==> src/rtl/fifo_pkg.sv <==
// Shared helpers for fifo_flags: width arithmetic, flag decoding and
// parameter legality predicates.
package fifo_pkg;

   typedef struct packed {
      logic full;
      logic empty;
      logic almost_full;
      logic almost_empty;
   } flags_t;

   function automatic int clog2(input int n);
      int r;
      r = 32'sd0;
      for (int v = n - 32'sd1; v > 32'sd0; v = v >>> 32'sd1) begin
         r = r + 32'sd1;
      end
      return r;
   endfunction

   // Count must represent 0..depth inclusive.
   function automatic int cw_of(input int depth);
      return clog2(depth + 32'sd1);
   endfunction

   function automatic bit af_level_ok(input int af, input int depth);
      return (af >= 32'sd1) && (af <= depth);
   endfunction

   function automatic bit ae_level_ok(input int ae, input int depth);
      return (ae >= 32'sd0) && (ae <= depth - 32'sd1);
   endfunction

   function automatic flags_t flags_of(input int cnt, input int depth,
                                       input int af, input int ae);
      flags_t f;
      f.full         = (cnt == depth);
      f.empty        = (cnt == 32'sd0);
      f.almost_full  = (cnt >= af);
      f.almost_empty = (cnt <= ae);
      return f;
   endfunction

endpackage

==> src/rtl/fifo_ram.sv <==
// Storage array for fifo_flags: one synchronous write port, one
// asynchronous read port, no reset on contents.
module fifo_ram #(
   parameter int width  = 4,
   parameter int height = 8,
   parameter int AW     = 3
) (
   input  logic             clk,
   input  logic             i_we,
   input  logic [AW-1:0]    i_waddr,
   input  logic [width-1:0] i_wdata,
   input  logic [AW-1:0]    i_raddr,
   output logic [width-1:0] o_rdata
);

   logic [width-1:0] r_mem [height];

   // Write port: only accepted writes reach here.
   always_ff @(posedge clk) begin
      if (i_we) begin
         r_mem[i_waddr] <= i_wdata;
      end
   end

   assign o_rdata = r_mem[i_raddr];

endmodule

==> src/rtl/fifo_flags.sv <==
// Single-clock FIFO with fill count, programmable almost flags, optional
// first-word-fall-through, synchronous flush and sticky error flags.
module fifo_flags
   import fifo_pkg::*;
#(
   parameter int width    = 4,
   parameter int height   = 8,
   parameter int AF_LEVEL = 6,
   parameter int AE_LEVEL = 2,
   parameter int FWFT     = 0
) (
   input  logic                        clk,
   input  logic                        rst,
   input  logic                        flush,
   input  logic                        write,
   input  logic [width-1:0]            data_in,
   input  logic                        read,
   output logic [width-1:0]            data_out,
   output logic                        full,
   output logic                        empty,
   output logic                        almost_full,
   output logic                        almost_empty,
   output logic [cw_of(height)-1:0]    count,
   output logic                        overflow,
   output logic                        underflow,
   input  logic                        clear_err
);

   localparam int CW = cw_of(height);
   localparam int PW = clog2(height);
   localparam flags_t RST_FLAGS = flags_of(32'sd0, height, AF_LEVEL, AE_LEVEL);

   if (width < 1 || height < 2) begin : g_bad_geometry
      $error("fifo_flags: width must be >= 1 and height >= 2");
   end
   if (!af_level_ok(AF_LEVEL, height)) begin : g_bad_af
      $error("fifo_flags: AF_LEVEL must lie in 1..height");
   end
   if (!ae_level_ok(AE_LEVEL, height)) begin : g_bad_ae
      $error("fifo_flags: AE_LEVEL must lie in 0..height-1");
   end

   logic [PW-1:0]    r_wr_ptr, r_rd_ptr, w_wr_ptr_nxt, w_rd_ptr_nxt;
   logic [CW-1:0]    r_count, w_count_nxt;
   flags_t           r_flags, w_flags_nxt;
   logic             r_overflow, r_underflow;
   logic [width-1:0] r_dout, w_rd_data;
   logic             w_wr_acc, w_rd_acc, w_ovf_evt, w_uf_evt;

   // Acceptance, error events and next-state pointer/count/flag values.
   always_comb begin
      w_rd_acc  = read & ~r_flags.empty;
      w_wr_acc  = write & (~r_flags.full | w_rd_acc);
      w_ovf_evt = ~flush & write & ~w_wr_acc;
      w_uf_evt  = ~flush & read & r_flags.empty;

      w_wr_ptr_nxt = r_wr_ptr;
      w_rd_ptr_nxt = r_rd_ptr;
      w_count_nxt  = r_count;
      if (flush) begin
         w_wr_ptr_nxt = {PW{1'b0}};
         w_rd_ptr_nxt = {PW{1'b0}};
         w_count_nxt  = {CW{1'b0}};
      end else begin
         // Explicit wrap so non-power-of-2 depths work.
         if (w_wr_acc) begin
            w_wr_ptr_nxt = (r_wr_ptr == PW'(height - 1)) ? {PW{1'b0}} : r_wr_ptr + PW'(1'b1);
         end else begin
            w_wr_ptr_nxt = r_wr_ptr;
         end
         if (w_rd_acc) begin
            w_rd_ptr_nxt = (r_rd_ptr == PW'(height - 1)) ? {PW{1'b0}} : r_rd_ptr + PW'(1'b1);
         end else begin
            w_rd_ptr_nxt = r_rd_ptr;
         end
         if (w_wr_acc && !w_rd_acc) begin
            w_count_nxt = r_count + CW'(1'b1);
         end else if (w_rd_acc && !w_wr_acc) begin
            w_count_nxt = r_count - CW'(1'b1);
         end else begin
            w_count_nxt = r_count;
         end
      end
      w_flags_nxt = flags_of(int'(w_count_nxt), height, AF_LEVEL, AE_LEVEL);
   end

   fifo_ram #(
      .width  (width),
      .height (height),
      .AW     (PW)
   ) u_ram (
      .clk     (clk),
      .i_we    (w_wr_acc & ~flush),
      .i_waddr (r_wr_ptr),
      .i_wdata (data_in),
      .i_raddr (r_rd_ptr),
      .o_rdata (w_rd_data)
   );

   // State registers; sticky errors let a new event beat clear_err.
   always_ff @(posedge clk or negedge rst) begin
      if (!rst) begin
         r_wr_ptr    <= {PW{1'b0}};
         r_rd_ptr    <= {PW{1'b0}};
         r_count     <= {CW{1'b0}};
         r_flags     <= RST_FLAGS;
         r_overflow  <= 1'b0;
         r_underflow <= 1'b0;
         r_dout      <= {width{1'b0}};
      end else begin
         r_wr_ptr    <= w_wr_ptr_nxt;
         r_rd_ptr    <= w_rd_ptr_nxt;
         r_count     <= w_count_nxt;
         r_flags     <= w_flags_nxt;
         r_overflow  <= w_ovf_evt | (r_overflow & ~clear_err);
         r_underflow <= w_uf_evt | (r_underflow & ~clear_err);
         if (flush) begin
            r_dout <= {width{1'b0}};
         end else if (w_rd_acc) begin
            r_dout <= w_rd_data;
         end else begin
            r_dout <= r_dout;
         end
      end
   end

   if (FWFT != 0) begin : g_fwft
      assign data_out = r_flags.empty ? {width{1'b0}} : w_rd_data;
   end else begin : g_registered
      assign data_out = r_dout;
   end

   assign full         = r_flags.full;
   assign empty        = r_flags.empty;
   assign almost_full  = r_flags.almost_full;
   assign almost_empty = r_flags.almost_empty;
   assign count        = r_count;
   assign overflow     = r_overflow;
   assign underflow    = r_underflow;

endmodule

==> config.mk <==
export PLATFORM = sky130hd
export DESIGN_NAME = fifo_flags
export DESIGN_NICKNAME = d
export VERILOG_FILES = /design/src/rtl/fifo_pkg.sv /design/src/rtl/fifo_ram.sv /design/src/rtl/fifo_flags.sv
export SDC_FILE = /design/constraint.sdc
export NUM_CORES = 1
export LEC_CHECK = 0
export ABC_AREA = 1
export ABC_CLOCK_PERIOD_IN_PS = 4000
export CAP_MARGIN = 30
export CORE_UTILIZATION = 60
export CTS_BUF_LIST = sky130_fd_sc_hd__clkbuf_16
export CTS_CLUSTER_DIAMETER = 120
export DETAILED_ROUTE_END_ITERATION = 8
export PLACE_DENSITY_LB_ADDON = 0.25
export SETUP_SLACK_MARGIN = 0.5
export SYNTH_ARGS = -nofsm -noshare
export SYNTH_HDL_FRONTEND = slang
export SYNTH_SLANG_ARGS = --single-unit
==> constraint.sdc <==
create_clock -name clk -period 4 [get_ports clk]
set_clock_uncertainty 0.05 [all_clocks]
set_input_delay 0.6 -clock clk [delete_from_list [all_inputs] [get_ports clk]]
set_output_delay 0.6 -clock clk [all_outputs]
set_load 0.03 [all_outputs]
=== Word-level counts from Yosys, hierarchy flattened ===
Memories as Yosys holds them, arrays and structs flattened.
Cells that the tools add are included.

* Register bits after elaboration: 20
* RAM bits: 32
* Output and inout port bits: 14
* Logic and storage cells: 57
* Memories: 1

* $add $sub $neg: 4
* Magnitude comparators: 2
* Eq/ne operators: 3
* Multiplexer cells: 13
* Bitwise operators: 17
* Reduce and logical (&&, ||, !) cells: 7

{| class="wikitable"
|+ Memories
! name !! depth !! width !! read ports !! clocked after Yosys merged registers in !! write ports !! RTL line !! text
|-
| u_ram.r_mem || 8 || 4 || 1 || 0 || 1 || fifo_ram.sv:16 || <nowiki>logic [width-1:0] r_mem [height];</nowiki>
|}

{| class="wikitable"
|+ Operator list
! cell !! count
|-
| 4-bit two-way mux || 5
|-
| 3-bit two-way mux || 6
|-
| 1-bit AND || 9
|-
| 3-bit by 1-bit adder with 3-bit output, second input constant || 2
|-
| 3-bit equality test, second input constant || 2
|-
| 1-bit NOT || 5
|-
| 4-bit by 1-bit adder with 4-bit output, second input constant || 1
|-
| 4-bit equality test, second input constant || 1
|-
| 4-bit by 3-bit >= comparator with 1-bit output, second input constant || 1
|-
| 4-bit by 2-bit <= comparator with 1-bit output, second input constant || 1
|-
| 4-bit zero test || 1
|-
| 2-bit nonzero test || 2
|-
| 4-bit by 1-bit subtractor with 4-bit output, second input constant || 1
|-
| 1-bit bitwise OR || 3
|-
| 1-bit logical AND || 2
|-
| 1-bit zero test || 2
|-
| 1-bit two-way mux || 2
|}

=== Longest topological paths before layout ===
* Depth after elaboration: 10
* Mapped depth: 11
* Mapped depth without buffers: 11

=== Modules after synthesis ===
A second synthesis with hierarchy kept.

* Cells, all modules: 281
* Area, all modules: 2556.2 um2

{| class="wikitable"
|+ By module, submodules not included
! module !! times used !! cells an instance !! area each (um2) !! sequential area each (um2)
|-
| fifo_ram || 1 || 156 || 1487.7 || 960.9
|-
| fifo_flags || 1 || 125 || 1068.5 || 503.0
|}

=== Worst setup path before layout ===
OpenSTA, ideal clock, no wires.

* Kind: input to register
* Start: input read
* End: memory u_ram.r_mem[6][0] (enable)
* Library setup time: 0.329 ns
* Data arrival time: 1.273 ns
* Required time: 3.621 ns
* Path slack: 2.348 ns
* Cell stages on the path: 6
* Path through: inv_2 nor2_2 o21ai_2 nor2_4 nand2_1 nor2_1

* Longest elaborated chain between the ends: 6

{| class="wikitable"
|+ Ends and longest elaborated chain
! item !! RTL line !! text
|-
| start: declaration || fifo_flags.sv:17 || <nowiki>input logic read,</nowiki>
|-
| 1-bit AND || fifo_flags.sv:52 || <nowiki>w_rd_acc = read & ~r_flags.empty;</nowiki>
|-
| 1-bit bitwise OR || fifo_flags.sv:53 || <nowiki>w_wr_acc = write & (~r_flags.full | w_rd_acc);</nowiki>
|-
| 1-bit AND || fifo_flags.sv:53 ||
|-
| 1-bit AND || fifo_flags.sv:93 || <nowiki>.i_we (w_wr_acc & ~flush),</nowiki>
|-
| 1-bit two-way mux || fifo_ram.sv:20 || <nowiki>if (i_we) begin</nowiki>
|-
| 1-bit two-way mux (implied by the code) || fifo_ram.sv:21 || <nowiki>r_mem[i_waddr] <= i_wdata;</nowiki>
|-
| end: declaration || fifo_ram.sv:16 ||
|}

Every way passes these cells.

=== Worst setup path in the final report ===
* Start: register r_flags, in the netlist empty
* End: output empty

{| class="wikitable"
|+ RTL lines
! item !! RTL line !! text
|-
| start: declaration || fifo_flags.sv:45 || <nowiki>flags_t r_flags, w_flags_nxt;</nowiki>
|-
| start signal: assignment || fifo_flags.sv:114 || <nowiki>r_flags <= w_flags_nxt;</nowiki>
|-
| end: declaration || fifo_flags.sv:20 || <nowiki>output logic empty,</nowiki>
|}

No word-level cell between the ends.

==> flow_summary.yaml <==
placed_design:
  gp_congestion: 0.860
  placed_area_um2: 2600
  dp_hpwl_mm: 3.21
  port_buffers: 23
sta:
  finalCritPeriodShare_pct: 54.0
  rsz0062_at_grt: "false"
  hold_viol_final: 0
  setup_viol: 0
  timing.fmax_mhz: 463
  slew_headroom_pct: 40.7
  period_needed_ns: 2.16
  tightestPinTransition_ns: 0.887
  drv_slew: 0
  setup_tns_ns: 0
die:
  die_h_um: 64.6
  coreArea_um2: 3720
  die_x_um: 64.6
  fp.dieArea_um2: 4180
  rows: 22
  initial_core_util_pct: 63.3
  io_pins: 24
clock_network:
  clkSlewWorstSetupHoldPaths_ns: 0.06
  post_cts_buffers: 0
  cts_resized: 0
  cts_buffers: 5
  root_buffer: "clkbuf_16"
  clock-sinks: 52
  clkLatencyLatePin_ns: 0.29
  cts_tree: "yes"
  clockBufferDepth: 2
  cts-htree-levels: 2
  hold_buffers: 0
min_path:
  hold_class: "reg2reg"
  whs_path_depth: 2
setup_path:
  reg2regPathDepth: 5
  cp_num_buf_inv: 1
  crit_family: "buffers and inverters"
  crit_chain: "clkdlybuf4s50_1"
  max_stage_delay_ns: 0.67
  cp-endpoint: "empty"
  crit_slowest_cell: "clkdlybuf4s50_1"
  worst_ep_arrival_time_ns: 1.51
  worstSetupStartpoint: "empty"
  crit_cells: 1
  r2r_end: "data_out[1]"
  worstReg2RegStart: "r_rd_ptr[0]"
  critPathKind: "reg2out"
  r2r_slack_ns: 2.25
  start_kind: "flop"
  worstPathMaxFanout: 3
  cp.required_ns: 3.35
  end_kind: "output pin"
synth:
  yosys-top-cells-count: "nor2_1 (39), nand2_1 (35), edfxtp_1 (32), dfrtp_1 (18), inv_1 (16)"
  yosys.area.top_type: "edfxtp_1"
  ys_ff_latch: 52
  postSynthAreaPerCell_um2: 10.6
  synth_area_um2: 2350
  synth-seq-area-share_pct: 62.2
  synth_flop_cell: "edfxtp_1"
  synth_area_leaders: "edfxtp_1 (41%), dfrtp_1 (19%), nor2_1 (6.2%)"
  synthDistinctLibCells: 31
  synth_edf_count: 32
  async_flop_share_pct: 38.5
  synth_top_area_share_pct: 40.9
  syn_nets: 238
  ys_warn_count: 0
  yosysMostFrequentCell: "nor2_1"
  syn_inst: 222
final_layout:
  fin_nets: 262
  n_antenna_cell: 0
  design_area_um2: 2760
  drive_gt1_share_pct: 12.1
  areaGrowthSynthToFinish_pct: 17.5
grt:
  use_met3_pct: 7.57
  met2_usage_pct: 35.5
  grt-ovfl-total: 0
  grt_max_degree: 21
  grt_pass1_vias: 1541
  grt_pass1_wl_mm: 7.40
  busiest_layer: "met2"
  grt_usage_pct: 24.7
  antenna_found_initial: 0
  use_met1_pct: 35.5
power_and_ir_drop:
  p_leak_nw: 1.13
  power_density_nw_per_um2: 522
  irDropWorstVdd_mv: 0.475
job:
  max_cap_violations: 0
status:
  outcome: "completed"
detailed_routing:
  drt_iter0_drc: 110
  drt_pass1_iterations: 4
  vias_per_cell: 5.39
  num_vias: 1589
  antenna_left: 0
  wl_per_cell_um: 14.8
  wirelength_mm: 4.36
  drc_errors: 0
==> placed cells by master, fill, tap and decap left out <==
cell,count
nor2_2,3
a22o_1,1
inv_4,1
o21ai_2,2
inv_1,16
nand3b_1,1
o32ai_1,1
nor2_4,1
nand3_2,3
edfxtp_1,32
clkinv_1,2
nand3_1,6
clkinv_4,1
dfstp_2,2
nand4_1,2
inv_2,5
nand2_1,35
clkdlybuf4s50_1,23
o21ai_0,8
o211ai_1,8
bufinv_16,1
nand2_2,5
xnor2_1,1
dfrtp_1,18
nand3_4,1
a32o_1,1
clkbuf_16,5
ha_1,6
o22ai_1,2
nor2_1,39
o21ai_1,15
==> kinds of logic after synthesis <==
logic type,share of synthesized area (%)
simple gates,18.6
flops,62.2
compound gates,9.89
buf+inv,5.74
fa+ha+maj,3.19
xor+xnor,0.372
==> cell type report <==
cell class                 count  area, µm²
clock inverter                 3       42.5
clock buffer                   5        125
fill                         254        952
sequential                    52       1460
multi-input combinational    141        753
timing repair buffer          23        230
inverter                      23       88.8
tap                           48       60.1
==> how the worst min path moves through the flow <==
stage	from	slack (ns)	to
2_1_floorplan	rst	0.25	almost_full
3_3_place_gp	data_out[3]	0.41	data_out[3]
3_5_place_dp	data_out[2]	0.42	data_out[2]
4_1_cts	data_out[2]	0.43	data_out[2]
5_1_grt	data_out[2]	0.45	data_out[2]
6_report	data_out[2]	0.43	data_out[2]
==> state kept, by name (all words and copies together), names as in the netlist <==
register / flops
r_rd_ptr: 3
data_out: 4
empty: 1
r_wr_ptr: 3
almost_empty: 1
underflow: 1
count: 4
overflow: 1
full: 1
u_ram.r_mem: 32
almost_full: 1
==> through the flow <==
step	instances	hold slack, ns	power [mW]	utilization [%]	worst slack, ns
3_5_place_dp	287	0.416	0.979	69.9	1.61
6_report	295	0.426	1.44	74.4	1.84
4_1_cts	295	0.433	1.45	74.4	1.83
2_1_floorplan	222	0.254	0.876	-	2.35
5_1_grt	295	0.454	1.51	74.4	1.78
3_3_place_gp	287	0.414	0.973	69.9	1.67
==> where the power goes <==
group	total, mW	internal [mW]	switching [mW]
clock	0.473	0.294	0.179
combinational	0.310	0.114	0.196
sequential	0.658	0.613	0.0447
==> routing by layer <==
metal	part of all wire, %	wire (µm)	vias up
met1	47	2050	726
met2	45	1940	56
li1	-	-	797
met3	6.5	283	10
met5	0	0	-
met4	1.9	84	0
Power figures use the tool's default switching activity.
